--- src/rtl/count_bcd_display.sv ---
`default_nettype none
// ============================================================================
// Module  : count_bcd_display
// Purpose : Takes a 16-bit unsigned count and converts it to 5 BCD digits.
//           The conversion is a sequential shift-add-3 (double-dabble) that
//           handles one bit per cycle. The last result drives a 5-digit,
//           time-multiplexed, active-low 7-segment display. Leading zero
//           digits can be blanked.
// Ports   : clk        - system clock, rising edge
//           reset_n    - asynchronous active-low reset
//           in_data    - 16-bit binary value to convert
//           in_valid   - in_data offered this cycle
//           in_ready   - converter idle; in_data is taken at the next edge
//           bcd_out    - last result {d4,d3,d2,d1,d0}, d0 = ones
//           bcd_valid  - one-cycle pulse after bcd_out was updated
//           seg_n      - segments {g,f,e,d,c,b,a}, active low
//           an_n       - digit enables, one-hot low, bit i = digit i
// Revision: 1.0 - initial release
// ============================================================================
module count_bcd_display #(
    parameter int REFRESH_CYCLES = 1000,
    parameter bit BLANK_LEADING  = 1'b1
) (
    input  logic        clk,
    input  logic        reset_n,
    input  logic [15:0] in_data,
    input  logic        in_valid,
    output logic        in_ready,
    output logic [19:0] bcd_out,
    output logic        bcd_valid,
    output logic [6:0]  seg_n,
    output logic [4:0]  an_n
);

    localparam logic [1:0] c_S_IDLE  = 2'd0;
    localparam logic [1:0] c_S_SHIFT = 2'd1;
    localparam logic [1:0] c_S_DONE  = 2'd2;

    localparam int c_CNT_W = (REFRESH_CYCLES > 1) ? $clog2(REFRESH_CYCLES) : 1;
    localparam logic [c_CNT_W-1:0] c_REF_MAX = c_CNT_W'(REFRESH_CYCLES - 1);

    logic [1:0]  r_state;
    logic [1:0]  w_state_next;
    logic [15:0] r_shreg;
    logic [19:0] r_acc;
    logic [3:0]  r_bitcnt;
    logic [19:0] w_adj;
    logic [19:0] w_shifted;

    // ------------------------------------------------------------------
    // Converter FSM
    // ------------------------------------------------------------------
    always_ff @(posedge clk or negedge reset_n) begin
        if (!reset_n) begin
            r_state <= c_S_IDLE;
        end else begin
            r_state <= w_state_next;
        end
    end

    always_comb begin
        w_state_next = r_state;
        case (r_state)
            c_S_IDLE:  if (in_valid) w_state_next = c_S_SHIFT;
            c_S_SHIFT: if (r_bitcnt == 4'd15) w_state_next = c_S_DONE;
            c_S_DONE:  w_state_next = c_S_IDLE;
            default:   w_state_next = c_S_IDLE;
        endcase
    end

    always_comb begin
        in_ready  = (r_state == c_S_IDLE);
        bcd_valid = (r_state == c_S_DONE);
    end

    // Add 3 to every nibble >= 5 so that the following left shift carries
    // correctly into the next decimal digit.
    generate
        for (genvar i = 0; i < 5; i++) begin : g_adj
            assign w_adj[4*i +: 4] = (r_acc[4*i +: 4] >= 4'd5) ?
                                     r_acc[4*i +: 4] + 4'd3 : r_acc[4*i +: 4];
        end
    endgenerate

    assign w_shifted = (w_adj << 1) | {19'd0, r_shreg[15]};

    always_ff @(posedge clk or negedge reset_n) begin
        if (!reset_n) begin
            r_shreg  <= '0;
            r_acc    <= '0;
            r_bitcnt <= '0;
            bcd_out  <= '0;
        end else begin
            case (r_state)
                c_S_IDLE: begin
                    if (in_valid) begin
                        r_shreg  <= in_data;
                        r_acc    <= '0;
                        r_bitcnt <= '0;
                    end
                end
                c_S_SHIFT: begin
                    r_acc    <= w_shifted;
                    r_shreg  <= {r_shreg[14:0], 1'b0};
                    r_bitcnt <= r_bitcnt + 4'd1;
                    // Last shift: publish the finished result in the same edge.
                    if (r_bitcnt == 4'd15) begin
                        bcd_out <= w_shifted;
                    end
                end
                default: ;
            endcase
        end
    end

    // ------------------------------------------------------------------
    // Display scanner
    // ------------------------------------------------------------------
    logic [c_CNT_W-1:0] r_refcnt;
    logic [2:0]         r_idx;
    logic [2:0]         w_idx_next;
    logic               w_wrap;
    logic [4:0]         w_zero;
    logic [4:0]         w_blank;
    logic [3:0]         w_digit;
    logic               w_dig_blank;
    logic [6:0]         w_seg_next;

    function automatic logic [6:0] f_decode(input logic [3:0] d);
        case (d)
            4'd0:    f_decode = 7'b1000000;
            4'd1:    f_decode = 7'b1111001;
            4'd2:    f_decode = 7'b0100100;
            4'd3:    f_decode = 7'b0110000;
            4'd4:    f_decode = 7'b0011001;
            4'd5:    f_decode = 7'b0010010;
            4'd6:    f_decode = 7'b0000010;
            4'd7:    f_decode = 7'b1111000;
            4'd8:    f_decode = 7'b0000000;
            4'd9:    f_decode = 7'b0010000;
            default: f_decode = 7'b1111111;
        endcase
    endfunction

    // A digit is blanked only when it and every higher digit are zero;
    // digit 0 always shows.
    generate
        for (genvar i = 0; i < 5; i++) begin : g_blank
            assign w_zero[i] = (bcd_out[4*i +: 4] == 4'd0);
            if (i == 0) begin : g_ones
                assign w_blank[i] = 1'b0;
            end else if (i == 4) begin : g_top
                assign w_blank[i] = BLANK_LEADING & w_zero[i];
            end else begin : g_mid
                assign w_blank[i] = w_zero[i] & w_blank[i+1];
            end
        end
    endgenerate

    assign w_wrap     = (r_refcnt == c_REF_MAX);
    assign w_idx_next = w_wrap ? ((r_idx == 3'd4) ? 3'd0 : r_idx + 3'd1) : r_idx;

    always_comb begin
        w_digit     = bcd_out[3:0];
        w_dig_blank = w_blank[0];
        case (w_idx_next)
            3'd1: begin w_digit = bcd_out[7:4];   w_dig_blank = w_blank[1]; end
            3'd2: begin w_digit = bcd_out[11:8];  w_dig_blank = w_blank[2]; end
            3'd3: begin w_digit = bcd_out[15:12]; w_dig_blank = w_blank[3]; end
            3'd4: begin w_digit = bcd_out[19:16]; w_dig_blank = w_blank[4]; end
            default: ;
        endcase
        w_seg_next = w_dig_blank ? 7'b1111111 : f_decode(w_digit);
    end

    // an_n and seg_n are both registered from the next index, so they
    // always change on the same edge.
    always_ff @(posedge clk or negedge reset_n) begin
        if (!reset_n) begin
            r_refcnt <= '0;
            r_idx    <= 3'd0;
            an_n     <= 5'b11110;
            seg_n    <= 7'b1000000;
        end else begin
            r_refcnt <= w_wrap ? '0 : r_refcnt + 1'b1;
            r_idx    <= w_idx_next;
            an_n     <= ~(5'b00001 << w_idx_next);
            seg_n    <= w_seg_next;
        end
    end

endmodule
`default_nettype wire
--- config.mk ---
export PLATFORM = sky130hd
export DESIGN_NAME = count_bcd_display
export DESIGN_NICKNAME = d
export VERILOG_FILES = /design/src/rtl/count_bcd_display.sv
export SDC_FILE = /design/constraint.sdc
export NUM_CORES = 1
export LEC_CHECK = 0
export ABC_AREA = 1
export CAP_MARGIN = 10
export CELL_PAD_IN_SITES_DETAIL_PLACEMENT = 1
export CELL_PAD_IN_SITES_GLOBAL_PLACEMENT = 1
export CORE_AREA = 2 2 97 99
export CTS_CLUSTER_SIZE = 12
export DETAILED_ROUTE_END_ITERATION = 6
export DIE_AREA = 0 0 99 101
export DONT_BUFFER_PORTS = 1
export GPL_TIMING_DRIVEN = 0
export PLACE_DENSITY_LB_ADDON = 0.1
export SYNTH_ARGS = -nofsm -noshare
export SYNTH_HDL_FRONTEND = slang
export SYNTH_SLANG_ARGS = --single-unit
--- constraint.sdc ---
create_clock -name clk -period 4.2 [get_ports clk]
set_input_delay 0.63 -clock clk [delete_from_list [all_inputs] [get_ports clk]]
set_output_delay 0.63 -clock clk [all_outputs]
set_load 0.02 [all_outputs]
# --- Yosys cells after proc, flatten, opt, wreduce, memory -nomap -nowiden ---
# Memory sizes are Yosys's and may differ from the RTL's.
# Index checks and enable logic that the tools add are counted.
classes:
  n_reduce_logical: 9
  n_mux: 20
  addsub: 8
  n_bitwise: 5
  n_shift: 1
  n_eq_ne: 11
  magnitude_cmp: 5
ops:
  columns: ["operator", "n"]
  rows:
  - ["20-bit case mux with 2 select lines", 1]
  - ["16-bit case mux with 2 select lines", 1]
  - ["4-bit by 3-bit greater-or-equal comparator with 1-bit output, second input constant", 5]
  - ["20-bit 2-to-1 mux", 1]
  - ["4-bit 2-to-1 mux", 5]
  - ["20-bit by 1-bit bitwise OR with 20-bit output", 1]
  - ["4-bit by 2-bit adder with 4-bit output, second input constant", 4]
  - ["4-bit zero test", 4]
  - ["16-bit 2-to-1 mux", 1]
  - ["4-bit case mux with 4 select lines", 1]
  - ["10-bit by 1-bit adder with 10-bit output, second input constant", 1]
  - ["10-bit == test, second input constant", 1]
  - ["10-bit 2-to-1 mux", 1]
  - ["3-bit 2-to-1 mux", 3]
  - ["4-bit case mux with 2 select lines", 1]
  - ["7-bit 2-to-1 mux", 1]
  - ["3-bit by 2-bit == test with 1-bit output, second input constant", 2]
  - ["3-bit == test, second input constant", 2]
  - ["2-bit AND reduction", 3]
  - ["5-bit NOT", 1]
  - ["1-bit by 3-bit left shift with 5-bit output, first input constant", 1]
  - ["4-bit by 1-bit adder with 4-bit output, second input constant", 1]
  - ["4-bit == test, second input constant", 1]
  - ["2-bit 2-to-1 mux", 2]
  - ["11 further kinds", 14]
word_totals:
  input_bits: 19
  romBits: 112
  ff_bits: 87
  mem_count: 1
  out_inout_bits: 34
  elab_cells: 69
memory_table:
  columns: ["memory", "depth", "width", "read_ports", "rd_ports_with_merged_regs", "wr", "line_no", "source"]
  rows:
  - ["(name not given)", 16, 7, 1, 0, 0, "130", "case (d)"]

# --- Longest topological paths before layout ---
# An unclocked memory read counts as a cell.
depth:
  word_depth: 7
  mapped_depth: 18
  mapped_depth_nobuf: 18

# --- Least setup slack after synthesis ---
# OpenSTA, ideal clock, no wires.
synth_timing:
  path_kind: "flip-flop to flip-flop"
  from: "register r_idx[1]"
  to: "register seg_n[3]"
  setup_slack_ns: 1.980
  path_buffers: 0
  stages_incl_launch_ff: 18
  synth_period_minus_slack_ns: 2.220
  setup_ns: 0.121
  required_ns: 4.079
  t_arrival_ns: 2.100
  path_cell_list: "dfrtp_1 -> ha_1 -> or2_1 -> nand3_1 -> nand3_2 -> nand2_4 -> inv_2 -> nand3_1 -> nand2_1 -> inv_1 -> nand2_2 -> nor2_4 -> inv_1 -> ha_1 -> nand3_1 -> nand2_1 -> nand2_1 -> nand2_1"
synth_between:
  elab_chain_len: 7
  word_cells_on_any_way: 12
  classes_between: "add/sub: 1; eq/ne: 5; mux: 5; memory: 1"
synth_rtl:
  columns: ["item", "line_no", "source"]
  rows:
  - ["start, declared", "120", "logic [2:0] r_idx;"]
  - ["start signal, assigned", "186", "r_idx <= w_idx_next;"]
  - ["3-bit by 1-bit adder with 3-bit output or 3-bit == test (tied branches)", "161", "assign w_idx_next = w_wrap ? ((r_idx == 3'd4) ? 3'd0 : r_idx + 3'd1) : r_idx;"]
  - ["3-bit 2-to-1 mux (*) (2 in series)", "161", null]
  - ["net w_idx_next[2]", "121", "logic [2:0] w_idx_next;"]
  - ["3-bit == test (tied with other cells)", "166", "case (w_idx_next)"]
  - ["4-bit case mux with 4 select lines", "166", null]
  - ["memory read 16 x 7 bit", null, null]
  - ["7-bit 2-to-1 mux (*)", "173", "w_seg_next = w_dig_blank ? 7'b1111111 : f_decode(w_digit);"]
  - ["net w_seg_next[3]", "127", "logic [6:0] w_seg_next;"]
  - ["end signal, assigned", "188", "seg_n <= w_seg_next;"]
  - ["end, declared", "31", "output logic [6:0] seg_n,"]
# Mark *: on every way through the listed nets, which the timed path passes. The rest lies on a longest branch.
# A chain may end at the register's enable or synchronous reset.

# --- Final worst setup path ---
layout_timing:
  from: "register r_refcnt[0]"
  to: "register seg_n[3]"
layout_between:
  elab_chain_len: 6
  word_cells_on_any_way: 10
  classes_between: "eq/ne: 5; mux: 4; memory: 1"
layout_rtl:
  columns: ["item", "line_no", "source"]
  rows:
  - ["start, declared", "119", "logic [c_CNT_W-1:0] r_refcnt;"]
  - ["start signal, assigned", "185", "r_refcnt <= w_wrap ? '0 : r_refcnt + 1'b1;"]
  - ["10-bit == test (*)", "160", "assign w_wrap = (r_refcnt == c_REF_MAX);"]
  - ["3-bit 2-to-1 mux (*)", "161", null]
  - ["3-bit == test (tied with other cells)", "166", null]
  - ["4-bit case mux with 4 select lines", "166", null]
  - ["memory read 16 x 7 bit", null, null]
  - ["7-bit 2-to-1 mux (*)", "173", null]
  - ["net w_seg_next[3]", "127", null]
# Marked as above.

==> results by group <==
Synthesis
  • Synthesized area: approximately 4600 um^2
  • Main flop type after synthesis: dfrtp_1
  • Top cells by count, synth: 82 x dfrtp_1, 80 x nand2_1, 76 x inv_1
  • Post-Synthesis Cells: approximately 530
  • Cell type with the largest total area after synthesis: dfrtp_1
  • Synthesized Nets: ~570
  • Dominant cells by area after synthesis: dfrtp_1 45%, nand2_1 6.5%, inv_1 6.2%, nand3_1 5.4%, ha_1 4.6%
  • EDFF count, synth: 0
  • Count leader, synth: dfrtp_1
  • Synth cell types: 40
  • Mean Syn Cell Area: 8.652 um^2
  • Yosys warns: 0
  • Post-synthesis async set-or-reset flop share: 1.000
  • Yosys reg bits: 87
  • Synth top area share: 0.4466
  • Sequential fraction of the synthesis area: 0.4752

Worst setup path
  • Slowest stage cell, crit path: dfrtp_1
  • Worst Setup End Kind: register
  • CP arrival: ~2.8 ns
  • Slowest stage delay, CP: 0.39 ns
  • Setup Crit Path Kind: reg2reg
  • Most used cell, CP: nand2_1
  • CP delay by family, top: simple AND/OR/NAND/NOR gates
  • Buf/Inv on CP: 4
  • Startpoint Class: register
  • Worst-path maximum fanout: 10
  • CP Data Required Time: 4.46 ns
  • Crit-path cells: ha_1 -> inv_1 -> nor2_1 -> nand3_2 -> nand2_2 -> nand2_4 -> buf_6 -> nand3_1 -> nand2_1 -> inv_1 -> nand2_2 -> nor2_4 -> inv_1 -> ha_1 -> nand3_1 -> nand2_1 -> nand2_1 -> nand2_1

Global route
  • Vias in the first global route: 3,991
  • Remaining Overflow, GRT: 0
  • Initial antenna violation count: 0
  • Pin count of the biggest net entering global routing: just over 80
  • Tot GR Track Use: 0.2424
  • First-pass GRT wire length: 19,120 um

Clocking
  • TritonCTS clock tree: built
  • Clock root buffer: clkbuf_8
  • Post-CTS resize count: 0
  • Clk Latency, worst-skew pair: between 0.3 and 0.4 ns
  • CTS Sinks: 87
  • Longest Clk Path Bufs: 2
  • H-tree depth: 3
  • TritonCTS buffer count: 9
  • Clk slew on worst S/H paths: 0.09 ns

Placed design
  • HPWL Detailed: 8450 um
  • Placed Area: 4733 um^2
  • Routability cong.: 0.8853
  • PortBufs: 0

Detailed routing
  • Initial drt markers: 77
  • Routed Antenna Nets: 0
  • DRT Pass-1 Iters: 4
  • Via count: between 3,000 and 4,000
  • WL final: 11,300 um
  • Drc violations: 0
  • Routed wire per std cell: 17.20 um
  • Vias per cell: 5.574

Timing
  • Pins Over Slew Limit: 0
  • Slew @ Worst Pin: 0.6171 ns
  • TNS Setup: 0 ns
  • Final setup violation count: 0
  • Fmax achieved: 393.8 MHz
  • Final Cycle Share: 0.6045
  • Worst Skew: 0.01520 ns
  • Rel. slew slack: 0.5886
  • WHS: 0.09744 ns
  • Crit path time final: around 2.5 ns
  • RSZ-0062 raised after global routing: no
  • Final hold viol count: 0

Die
  • Height of the die: 101 um
  • Die area: 9999 um^2
  • Die X: 99 um
  • Ports: 53
  • Initial Util: 0.5118
  • Core ar.: 8977 um^2
  • Row count: 35

Outcome
  • Outcome: completed

Cells and area
  • # diodes: 0
  • Layout Utilization: 0.5526
  • # fillers: roughly 1,100
  • Post-route cell area: around 5000 um^2
  • # nets final: between 500 and 600
  • Synth-to-Final Area Change: 7.979%
  • Layout cells sized above 1: 0.1264

Job
  • Max capacitance violation total: 0

Power
  • VDD IR-drop max: 0.3756 mV
  • Cell Pwr Density: 730.3 nW/um^2
  • Pleak: 2.398 nW

Hold path
  • Min-Delay Path Class: in2async
cells in the final DEF, fill, tap and decap left out, drive strengths merged, types with 2 or more instances in the layout:
cell type	n
bufinv	2
dfstp	5
a22oi	7
a21oi	11
clkbuf	23
o22ai	19
dfrtp	82
nor3	5
nor2	50
o211ai	6
o21ai	43
or2	2
inv	83
nor4	2
ha	17
nand3	57
buf	2
nand2	102
xor2	5
nand4	9
o221ai	4
metal layers:
layer,routed length [um],track usage,share of wire
met2,5746,0.4371,0.51
met3,389,0.03883,0.034
met1,5036,0.2942,0.45
met5,0,0,0
met4,125,0.08430,0.011
metrics by stage:
step           worst slack [ns]  power [mW]  cells
3_3_place_gp              1.741       2.896    642
3_5_place_dp              1.658       2.995    642
5_1_grt                   1.296       3.929    657
4_1_cts                   1.638       3.651    657
6_report                  1.661       3.623    657
2_1_floorplan             1.980       2.556    531
power by group:
group | leakage [nW] | total, mW | internal [mW] | switching, mW
Combinational | 1.23 | 1.42 | 0.495 | 0.925
Clock | 0.0982 | 0.629 | 0.328 | 0.301
Sequential | 1.07 | 1.57 | 1.16 | 0.409
Total | 2.40 | 3.62 | 1.99 | 1.64
sequential cells by signal, summed over array words and instances, names as in the netlist:
register,count
an_n,5
bcd_out,20
r_acc,20
r_bitcnt,4
r_idx,3
r_refcnt,10
r_shreg,16
r_state,2
seg_n,7
what timing repair did:
item | 4_1_cts | 5_1_grt
hold buffers | 1 | 0
endpoints found under the hold margin | 82 | 0
buffers inserted | 0 | 0
cell type report:
| cell class | count | area (um^2) | share of cell area |
|---|---|---|---|
| tap | 111 | 138.9 | 0.02799 |
| multi-input combinational | 347 | 2039 | 0.4111 |
| sequential | 87 | 2183 | 0.4401 |
| clock buffer | 10 | 127.6 | 0.02573 |
| buffer | 14 | 60.06 | 0.01211 |
| timing repair buffer | 1 | 27.53 | 0.005549 |
| clock inverter | 4 | 72.57 | 0.01463 |
| inverter | 83 | 311.5 | 0.06280 |
final timing paths:
kind,endpoint,cells past startpoint,slack [ns],startpoint
worst min-delay path,an_n[2],0,0.1,reset_n
worst max-delay path,seg_n[3],18,1.66,r_refcnt[0]
worst min register to register,r_refcnt[0],1,0.48,r_refcnt[0]
worst max register to register,seg_n[3],18,1.66,r_refcnt[0]
min in group clk,r_shreg[9],2,0.40,in_data[9]
max in group asynchronous,bcd_out[13],1,3.70,reset_n
logic make-up (layout without fill, tap and decap cells):
family,after synthesis,in the layout,synth area share
and+or+nand+nor,229,229,0.2584
xor gates and xnor gates,6,6,0.01144
buffers and inverters,97,112,0.08088
AOI/OAI and AO/OA,95,95,0.1277
adders and majority gates,17,17,0.04630
DFF,87,87,0.4752
Note: power is estimated with default switching activity, not from simulation.
